==> src/rtl/cpu_pkg.sv <==
// rtl/cpu_pkg.sv - shared CPU widths, reset PC and opcode field definitions
package cpu_pkg;

    localparam int          CPU_AW       = 32;
    localparam int          CPU_IW       = 32;
    localparam logic [31:0] CPU_RESET_PC = 32'h0000_0000;
    localparam int          CPU_PC_STEP  = 4;

    localparam int OP_MSB = 2;
    localparam int OP_LSB = 0;

    typedef enum logic [2:0] {
        OP_R = 3'b000,
        OP_I = 3'b001,
        OP_L = 3'b010,
        OP_S = 3'b011,
        OP_B = 3'b100,
        OP_J = 3'b101,
        OP_F = 3'b110
    } opcode_t;

    function automatic opcode_t op_field(input logic [CPU_IW-1:0] instr);
        return opcode_t'(instr[OP_MSB:OP_LSB]);
    endfunction

endpackage

==> src/rtl/fetch_queue.sv <==
// rtl/fetch_queue.sv - circular buffer of fetched {instr, pc} words with flush
module fetch_queue #(
    parameter int DEPTH = 2,
    parameter int W     = 64,
    localparam int PW   = $clog2(DEPTH),
    localparam int CW   = $clog2(DEPTH + 1)
) (
    input  logic          clk,
    input  logic          rst_n,
    input  logic          push,
    input  logic [W-1:0]  push_data,
    input  logic          pop,
    input  logic          flush,
    output logic [CW-1:0] count,
    output logic          empty,
    output logic [W-1:0]  head
);

    logic [W-1:0]  mem [DEPTH];
    logic [PW-1:0] wptr;
    logic [PW-1:0] rptr;
    logic [W-1:0]  hold;
    logic          full;
    logic          do_pop;

    assign empty  = (count == '0);
    assign full   = (count == CW'(DEPTH));
    assign do_pop = pop && !empty;

    // DEPTH is a power of two, so pointers wrap naturally at PW bits
    always_ff @(posedge clk or negedge rst_n) begin
        if (!rst_n) begin
            wptr  <= '0;
            rptr  <= '0;
            count <= '0;
        end else if (flush) begin
            wptr  <= '0;
            rptr  <= '0;
            count <= '0;
        end else begin
            if (push)
                wptr <= wptr + PW'(1);
            if (do_pop)
                rptr <= rptr + PW'(1);
            count <= count + CW'(push) - CW'(do_pop);
        end
    end

    always_ff @(posedge clk) begin
        if (push && !flush)
            mem[wptr] <= push_data;
    end

    // Keeps the last presented head visible once the queue drains
    always_ff @(posedge clk or negedge rst_n) begin
        if (!rst_n)
            hold <= '0;
        else if (!empty)
            hold <= mem[rptr];
    end

    assign head = empty ? hold : mem[rptr];

    a_no_push_full: assert property (@(posedge clk) disable iff (!rst_n)
        !(push && !flush && full));

endmodule

==> src/rtl/fetch_unit.sv <==
// rtl/fetch_unit.sv - IF stage: PC, credit-gated imem reads, queued hand-off to ID
module fetch_unit
    import cpu_pkg::*;
#(
    parameter int             AW       = CPU_AW,
    parameter int             IW       = CPU_IW,
    parameter int             DEPTH    = 2,
    parameter logic [AW-1:0]  RESET_PC = CPU_RESET_PC,
    parameter int             PC_STEP  = CPU_PC_STEP
) (
    input  logic          clk,
    input  logic          rst_n,
    output logic          imem_req,
    output logic [AW-1:0] imem_addr,
    input  logic [IW-1:0] imem_rdata,
    input  logic          redirect,
    input  logic [AW-1:0] redirect_pc,
    output logic          id_valid,
    input  logic          id_ready,
    output logic [IW-1:0] id_instr,
    output logic [AW-1:0] id_pc
);

    localparam int CW = $clog2(DEPTH + 1);

    logic [AW-1:0]    pc_q;
    logic             inflight_q;
    logic [AW-1:0]    inflight_pc_q;
    logic [CW-1:0]    count;
    logic             empty;
    logic             pop;
    logic             push;
    logic [CW:0]      occ;
    logic [IW+AW-1:0] head;

    assign id_valid = !empty;
    assign pop      = id_valid && id_ready;
    assign push     = inflight_q && !redirect;

    // Slots that will be claimed after this edge; pop implies count >= 1
    assign occ      = {1'b0, count} + (CW+1)'(inflight_q) - (CW+1)'(pop);
    assign imem_req = rst_n && !redirect && (occ < (CW+1)'(DEPTH));
    assign imem_addr = pc_q;

    always_ff @(posedge clk or negedge rst_n) begin
        if (!rst_n) begin
            pc_q          <= RESET_PC;
            inflight_q    <= 1'b0;
            inflight_pc_q <= '0;
        end else if (redirect) begin
            pc_q       <= redirect_pc;
            inflight_q <= 1'b0;
        end else begin
            inflight_q <= imem_req;
            if (imem_req) begin
                inflight_pc_q <= pc_q;
                pc_q          <= pc_q + AW'(PC_STEP);
            end
        end
    end

    fetch_queue #(
        .DEPTH (DEPTH),
        .W     (IW + AW)
    ) u_queue (
        .clk       (clk),
        .rst_n     (rst_n),
        .push      (push),
        .push_data ({imem_rdata, inflight_pc_q}),
        .pop       (pop),
        .flush     (redirect),
        .count     (count),
        .empty     (empty),
        .head      (head)
    );

    assign id_instr = head[IW+AW-1:AW];
    assign id_pc    = head[AW-1:0];

endmodule

==> config.mk <==
export PLATFORM = sky130hd
export DESIGN_NAME = fetch_unit
export DESIGN_NICKNAME = d
export VERILOG_FILES = /design/src/rtl/cpu_pkg.sv /design/src/rtl/fetch_queue.sv /design/src/rtl/fetch_unit.sv
export SDC_FILE = /design/constraint.sdc
export NUM_CORES = 1
export LEC_CHECK = 0
export BUFFER_PORTS_ARGS = -buffer_cell sky130_fd_sc_hd__buf_2
export CAP_MARGIN = 0
export CELL_PAD_IN_SITES_DETAIL_PLACEMENT = 1
export CELL_PAD_IN_SITES_GLOBAL_PLACEMENT = 1
export CORE_ASPECT_RATIO = 1.5
export CORE_MARGIN = 8
export CORE_UTILIZATION = 46
export CTS_CLUSTER_DIAMETER = 60
export DETAILED_ROUTE_END_ITERATION = 12
export PLACE_DENSITY_LB_ADDON = 0.1
export SLEW_MARGIN = 25
export SYNTH_ARGS = -nofsm -noshare
export SYNTH_HDL_FRONTEND = slang
export SYNTH_SLANG_ARGS = --single-unit
==> constraint.sdc <==
create_clock -name clk -period 4.4 [get_ports clk]
set_clock_uncertainty 0.05 [all_clocks]
set_input_delay 0.44 -clock clk [delete_from_list [all_inputs] [get_ports clk]]
set_output_delay 0.44 -clock clk [all_outputs]
set_load 0.02 [all_outputs]
==> results of run 1 <==
## worst register-to-register path, cell delays in order (launching register included)
cell and delay, ns:
dfrtp_1 0.49, or2_4 0.43, and2_1 0.27, ha_1 0.26, inv_1 0.08, nand2_1 0.07
fa_1 0.54, nand2_1 0.17, nor3_1 0.72, nand4_1 0.22, xor2_1 0.18, o21ai_0 0.13
## what timing repair did
item	CTS	global route
gates resized for setup	0	0
hold buffers	1	0
hold endpoints to repair	5	0
setup endpoints to repair	0	0
## path summary, 6_finish.rpt
path	end	slack, ns	depth (start not counted)
min in group asynchronous	imem_addr[17]	0.32	2
worst max-delay path	imem_req	0.37	10
worst min-delay path	u_queue.mem[0][61]	0.06	1
worst min register to register	u_queue.mem[1][20]	0.42	0
max in group asynchronous	u_queue.hold[38]	2.36	4
worst max register to register	imem_addr[11]	0.71	11
## metrics by stage
step	instance area [um^2]	setup WS [ns]	cells	power, mW
global route	12100	0.157	1176	9.96
floorplan	10100	0.174	715	6.02
detailed placement	11200	0.709	1127	7.31
finish	12100	0.372	1176	9.42
CTS	12100	0.326	1176	9.58
global placement	11200	0.911	1127	7.14
## metal layers
layer / vias to the layer above / share of wire / GRT usage
met1: 3182 / 0.41 / 0.213
met2: 154 / 0.52 / 0.319
li1: 2934 / - / -
met4: 0 / 0.023 / 0.0529
met3: 42 / 0.048 / 0.0325
met5: - / 0 / 0
## area by class of cell
cell class / count / area (um^2)
Fill cell: 2187 / 9500
Sequential cell: 261 / 7180
Multi-Input combinational cell: 415 / 2820
Timing Repair Buffer: 174 / 906
Clock buffer: 34 / 752
Tap cell: 272 / 340
Clock inverter: 14 / 126
Inverter: 6 / 22.5
## power groups by stage
| stage | clock [mW] | sequential [mW] | combinational, mW |
|---|---|---|---|
| CTS | 2.29 | 3.75 | 3.54 |
| global placement | 0 | 3.74 | 3.40 |
| floorplan | 0 | 3.64 | 2.38 |
| global route | 2.37 | 3.82 | 3.77 |
| finish | 2.23 | 3.74 | 3.45 |
| detailed placement | 0 | 3.80 | 3.51 |
## state kept, by name, indices dropped and copies added (netlist names)
name           cells
u_queue.mem      128
u_queue.hold      64
imem_addr         32
inflight_pc_q     32
u_queue.count      2
inflight_q         1
u_queue.rptr       1
u_queue.wptr       1
## synth_stat cells (6+ instances only)
| library cell | n |
|---|---|
| nand4_1 | 12 |
| dfrtp_1 | 133 |
| o21ai_0 | 16 |
| o211ai_1 | 6 |
| nor2_1 | 71 |
| xor2_1 | 11 |
| nor2b_1 | 8 |
| buf_2 | 6 |
| clkbuf_1 | 21 |
| xnor2_1 | 11 |
| mux2i_1 | 67 |
| nand2_1 | 43 |
| mux2_2 | 35 |
| nand3_1 | 13 |
| buf_1 | 6 |
| or4_1 | 6 |
| edfxtp_1 | 128 |
| a21oi_1 | 64 |
| nor3_1 | 6 |
## logic make-up after synthesis
logic type | Yosys count
adders and majority gates | 5
and+or+nand+nor | 188
DFF | 261
xor gates and xnor gates | 22
muxes | 102
AOI/OAI and AO/OA | 98
buffers and inverters | 39
==> metrics, run 1 <==
critical path class=reg -> out; CP top delay family=simple AND/OR/NAND/NOR gates; Final Hold Viols=0; net load switching power=about 3.6 mW; register clock-pin slew on the reported worst setup and hold paths=roughly 0.06 ns; antenna viol nets, final=0; initial core utilization=0.468; vias in the first global route=a little over 7000; largest net degree at the start of global routing=96; layout cells sized above 1=0.295; XOR/XNOR Fraction of Synth Area=0.0190; Critical Path End Type=output port; vias per inst=~5.4; # rows=between 60 and 70; hold wc startpoint=imem_rdata[29]; final wirelength=24100 um; CTS Buf Count=26; All-Layer GR Usage=0.179; setup TNS=0 ns; Post-synth EDFFs=approximately 130; post-CTS setup buffer count=0; pwr dens=~780 nW/um^2; FF-to-FF Start=u_queue.count[1]; Comb power frac=0.366; die area=27100 um^2; # nets final=about 960; CP peak stage delay=0.49 ns; die width=roughly 140 um; Post-Syn Area=10100 um^2; highest-delay cell along the critical path=dfrtp_1; Ant. Diodes=0; drt pass-1 iters=4; YS warnings=0; Synth Area in Simple Gates=0.0920; CTS tree=yes; Clock Latency Late Sink=roughly 0.52 ns; DRC violations left=0; Synth Area in Adders=0.00692; fmax=0.248 GHz; mux cell area share after synthesis=0.105; Mapped Cells=a little over 700; drt initial violations=313; critical path startpoint category=flop; WP data required=around 4 ns; top cells by area, synth=edfxtp_1, dfrtp_1, mux2i_1, mux2_2, a21oi_1; Internal=just under 6 mW; sequential-to-total area share from yosys stat=0.708; Final Critical Period=roughly 4.0 ns; Max clock buf depth=3; VDD IR max=approximately 390 uV; Sw Ratio=0.383; GRT overflow=0; die height=between 150 and 200 um; placed wire-length estimate=16400 um; Main synth FF type=dfrtp_1; core box area=approximately 22000 um^2; Via Count=about 6300; worst path bufs/invs=3; sequential power share=0.397; port bufs=~170; final worst-path cycle share=0.916; largest family of logic cells by synthesized area=multiplexers; Clock power frac=0.237; commonest cells after routing, fill and taps aside=buf_2, dfrtp_1, edfxtp_1; static leakage=around 4.7 nW; crit path DAT=3.54 ns; post-layout util=0.561; CTS sink count=261; Hold Crit Class=in -> reg; Yosys top cell area share=0.379; H-tree depth=1; cell chain of the critical path=or2_4 -> and2_1 -> ha_1 -> inv_1 -> nand2_1 -> fa_1 -> xor2_1 -> nor3_4 -> buf_4 -> buf_2; initial antenna violation count=0; FFs w/ async S/R, synth=0.510; Synth Area in Compound Gates=0.0538; Syn Area/Cell=between 10 and 15 um^2; RSZ-0062 raised after global routing=false; Synth Net Count=slightly below 800; relative slew slack=0.372; gp weighted congestion=around 0.86; setup violators final=0; cell taking the most area after synthesis=edfxtp_1; I/O pin cnt=166; max_cap viols=0; crit path launch=u_queue.count[1]; first-pass GRT wire length=between 30000 and 40000 um; most common cell after layout, fill and taps aside=buf_2; area added between synthesis and finish=19.8%; flops & latches, synth=approximately 260; worst-path fanout max=36; status=finished, final reports clean; hold slack=0.0583 ns; final slew viol count=0; Netlist cell types=42; CTS Root Buffer Type=clkbuf_16; Worst-Margin Slew=0.942 ns; WL/cell=20.5 um
No activity file was read; power rests on OpenSTA's default activity.
==> run 2: changes to the inputs <==
Settings changed: ABC_AREA from default to 1, CORE_UTILIZATION 46 to 44.
==> metrics, run 2 <==
drt pass-1 iters=4 (unchanged); antenna viol nets, final=0 (unchanged); die width=143 um (+4.1%); commonest cells after routing, fill and taps aside=nand2_1, buf_2, nor2_1; FF-to-FF Start=u_queue.count[1]; cell chain of the critical path=nor2_4 -> buf_4 -> inv_2 -> buf_4 -> nor2_1 -> a21oi_1 -> buf_2; sequential-to-total area share from yosys stat=0.675 (-0.0325); Reg2Reg Depth=13 (+2); Main synth FF type=dfrtp_1; Via Count=7743 (+23%); crit path DAT=3.07 ns (-0.47 ns); CTS Buf Count=25 (-3.8%); largest register by flop count=u_queue.mem; # rows=69 (+4.5%); CP peak stage delay=0.63 ns (+0.14 ns); register clock-pin slew on the reported worst setup and hold paths=0.06 ns (about the same); area added between synthesis and finish=18.3%; Yosys top cell area share=0.362 (-0.0174); CTS sink count=261 (unchanged); Worst path most repeated cell=buf_4; setup violators final=0 (unchanged); Hold Crit Class=in -> reg; Syn Area/Cell=10.2 um^2 (-28%); GRT overflow=0 (unchanged); vias in the first global route=8633 (+20%); max reg flops=128 (unchanged); most frequent cell after synthesis=nand2_1; top cells by area, synth=edfxtp_1, dfrtp_1, nand2_1, a21oi_1, nor2_1; Clock Latency Late Sink=0.52 ns (about the same); Synth Net Count=1117 (+42%); flops & latches, synth=261 (unchanged); Final Critical Period=3.56 ns (-0.473 ns); Ant. Diodes=0 (unchanged); WHS Endpoint=u_queue.mem[1][44]; Largest regs=u_queue.mem: 128 flops, u_queue.hold: 64 flops; cell taking the most area after synthesis=edfxtp_1; port bufs=165 (unchanged); Mapped Cells=1044 (+46%); Layout Cells excl Fill=1542 (+31%); Worst-Margin Slew=0.965 ns (+0.0231 ns); final wirelength=28200 um (+17%); Final Hold Viols=0 (unchanged); status=finished, final reports clean; placed insts=1496 (+33%); first-pass GRT wire length=45800 um (+19%); CTS Root Buffer Type=clkbuf_16; fmax=0.281 GHz (+13%); # nets final=1278 (+34%); most common cell after layout, fill and taps aside=nand2_1; critical path startpoint category=flop; die height=206 um (+4.3%); Critical Path End Type=output port; RSZ-0062 raised after global routing=false; WL/cell=18.3 um (-11%); pwr dens=779 nW/um^2 (+0.44%); Max clock buf depth=3 (unchanged); VDD IR max=396 uV (+2.0%); relative slew slack=0.356 (-0.0163); initial antenna violation count=0 (unchanged); Post-synth EDFFs=128 (unchanged); die area=29500 um^2 (+8.6%); I/O pin cnt=166 (unchanged); Post-Syn Area=10600 um^2 (+4.8%); highest-delay cell along the critical path=buf_4; crit path launch=u_queue.count[1]; CTS tree=yes; setup TNS=0 ns (unchanged); cell depth of the worst hold path=1 (unchanged); largest net degree at the start of global routing=75 (-22%); initial core utilization=0.447 (-0.0210); worst-path fanout max=65 (+81%); drt initial violations=326 (+4.2%); hold wc startpoint=imem_rdata[12]; core box area=23700 um^2 (+9.7%); worst r2r dst=imem_addr[25]; most common library cells after synthesis=nand2_1, nor2_1, dfrtp_1; DRC violations left=0 (unchanged); YS warnings=0 (unchanged); vias per inst=5.02 (-6.4%); Netlist cell types=27 (-36%); static leakage=5.55 nW (+18%); max_cap viols=0 (unchanged); final worst-path cycle share=0.808 (-0.107); r2r setup slk=1.35 ns (+0.64 ns); H-tree depth=1 (unchanged); critical path class=reg -> out; placed wire-length estimate=18900 um (+15%); WP data required=3.91 ns (about the same); gp weighted congestion=0.828 (-3.2%); FFs w/ async S/R, synth=0.510 (unchanged); layout cells sized above 1=0.194 (-0.102); All-Layer GR Usage=0.197 (+0.0180); final slew viol count=0 (unchanged)
run 2: area by class of cell:
type / count / area, um^2
Clock buffer: 34 / 679
Tap cell: 319 / 399
Multi-Input combinational cell: 659 / 2940
Fill cell: 2701 / 11200
Inverter: 80 / 300
Clock inverter: 11 / 135
Sequential cell: 261 / 7170
Timing Repair Buffer: 178 / 936
run 2: cell families (layout without fill, tap and decap cells):
kind of cell               after synthesis  count (layout)  synth area share
AOI/OAI and AO/OA                      165             165            0.0782
and+or+nand+nor                        485             485             0.187
DFF                                    261             261             0.675
xor gates and xnor gates                 4               4           0.00330
adders and majority gates                5               5           0.00660
buffers and inverters                  124             303            0.0498
run 2: routing by layer:
layer	track usage	vias up	routed length, um
met3	0.0268	46	1040
met2	0.365	154	14900
met4	0.0552	0	654
met5	0	-	0
met1	0.232	3806	11700
li1	-	3737	-
run 2: power by group:
| group | switching (mW) | leakage [nW] | internal [mW] |
|---|---|---|---|
| combinational | 2.72 | 2.46 | 1.10 |
| clock | 0.894 | 0.390 | 1.26 |
| sequential | 0.456 | 2.70 | 3.37 |
| total | 4.07 | 5.55 | 5.72 |
run 2: worst max-delay path: cells and delay by family, from the launching register on:
kind,cells,cell delay [ns]
buffers and inverters,4,1.72
DFF,1,0.47
AOI/OAI and AO/OA,1,0.07
and+or+nand+nor,2,0.26
run 2: worst max path at each step:
stage | endpoint | slack (ns)
floorplan | u_queue.mem[0][0] | 0.38
detailed placement | imem_addr[22] | 1.27
finish | id_instr[8] | 0.84
global placement | imem_addr[25] | 1.37
CTS | id_instr[8] | 0.78
global route | imem_req | 0.59
run 2: per-stage QoR:
step / total power, mW / hold slack, ns / worst slack (ns) / instance area (um^2) / utilization
CTS: 9.95 / 0.0401 / 0.778 / 12600 / 0.529
global placement: 7.63 / 0.194 / 1.37 / 11700 / 0.494
finish: 9.79 / 0.0589 / 0.844 / 12600 / 0.529
global route: 10.5 / 0.0448 / 0.592 / 12600 / 0.529
floorplan: 6.33 / 0.0944 / 0.383 / 10600 / -
detailed placement: 7.76 / 0.196 / 1.27 / 11700 / 0.494
run 2: repair_timing:
| item | in CTS | in global routing |
|---|---|---|
| resized for setup | 0 | 0 |
| setup buffers | 0 | 0 |
| hold buffers | 1 | 0 |
| endpoints found under the hold margin | 5 | 0 |
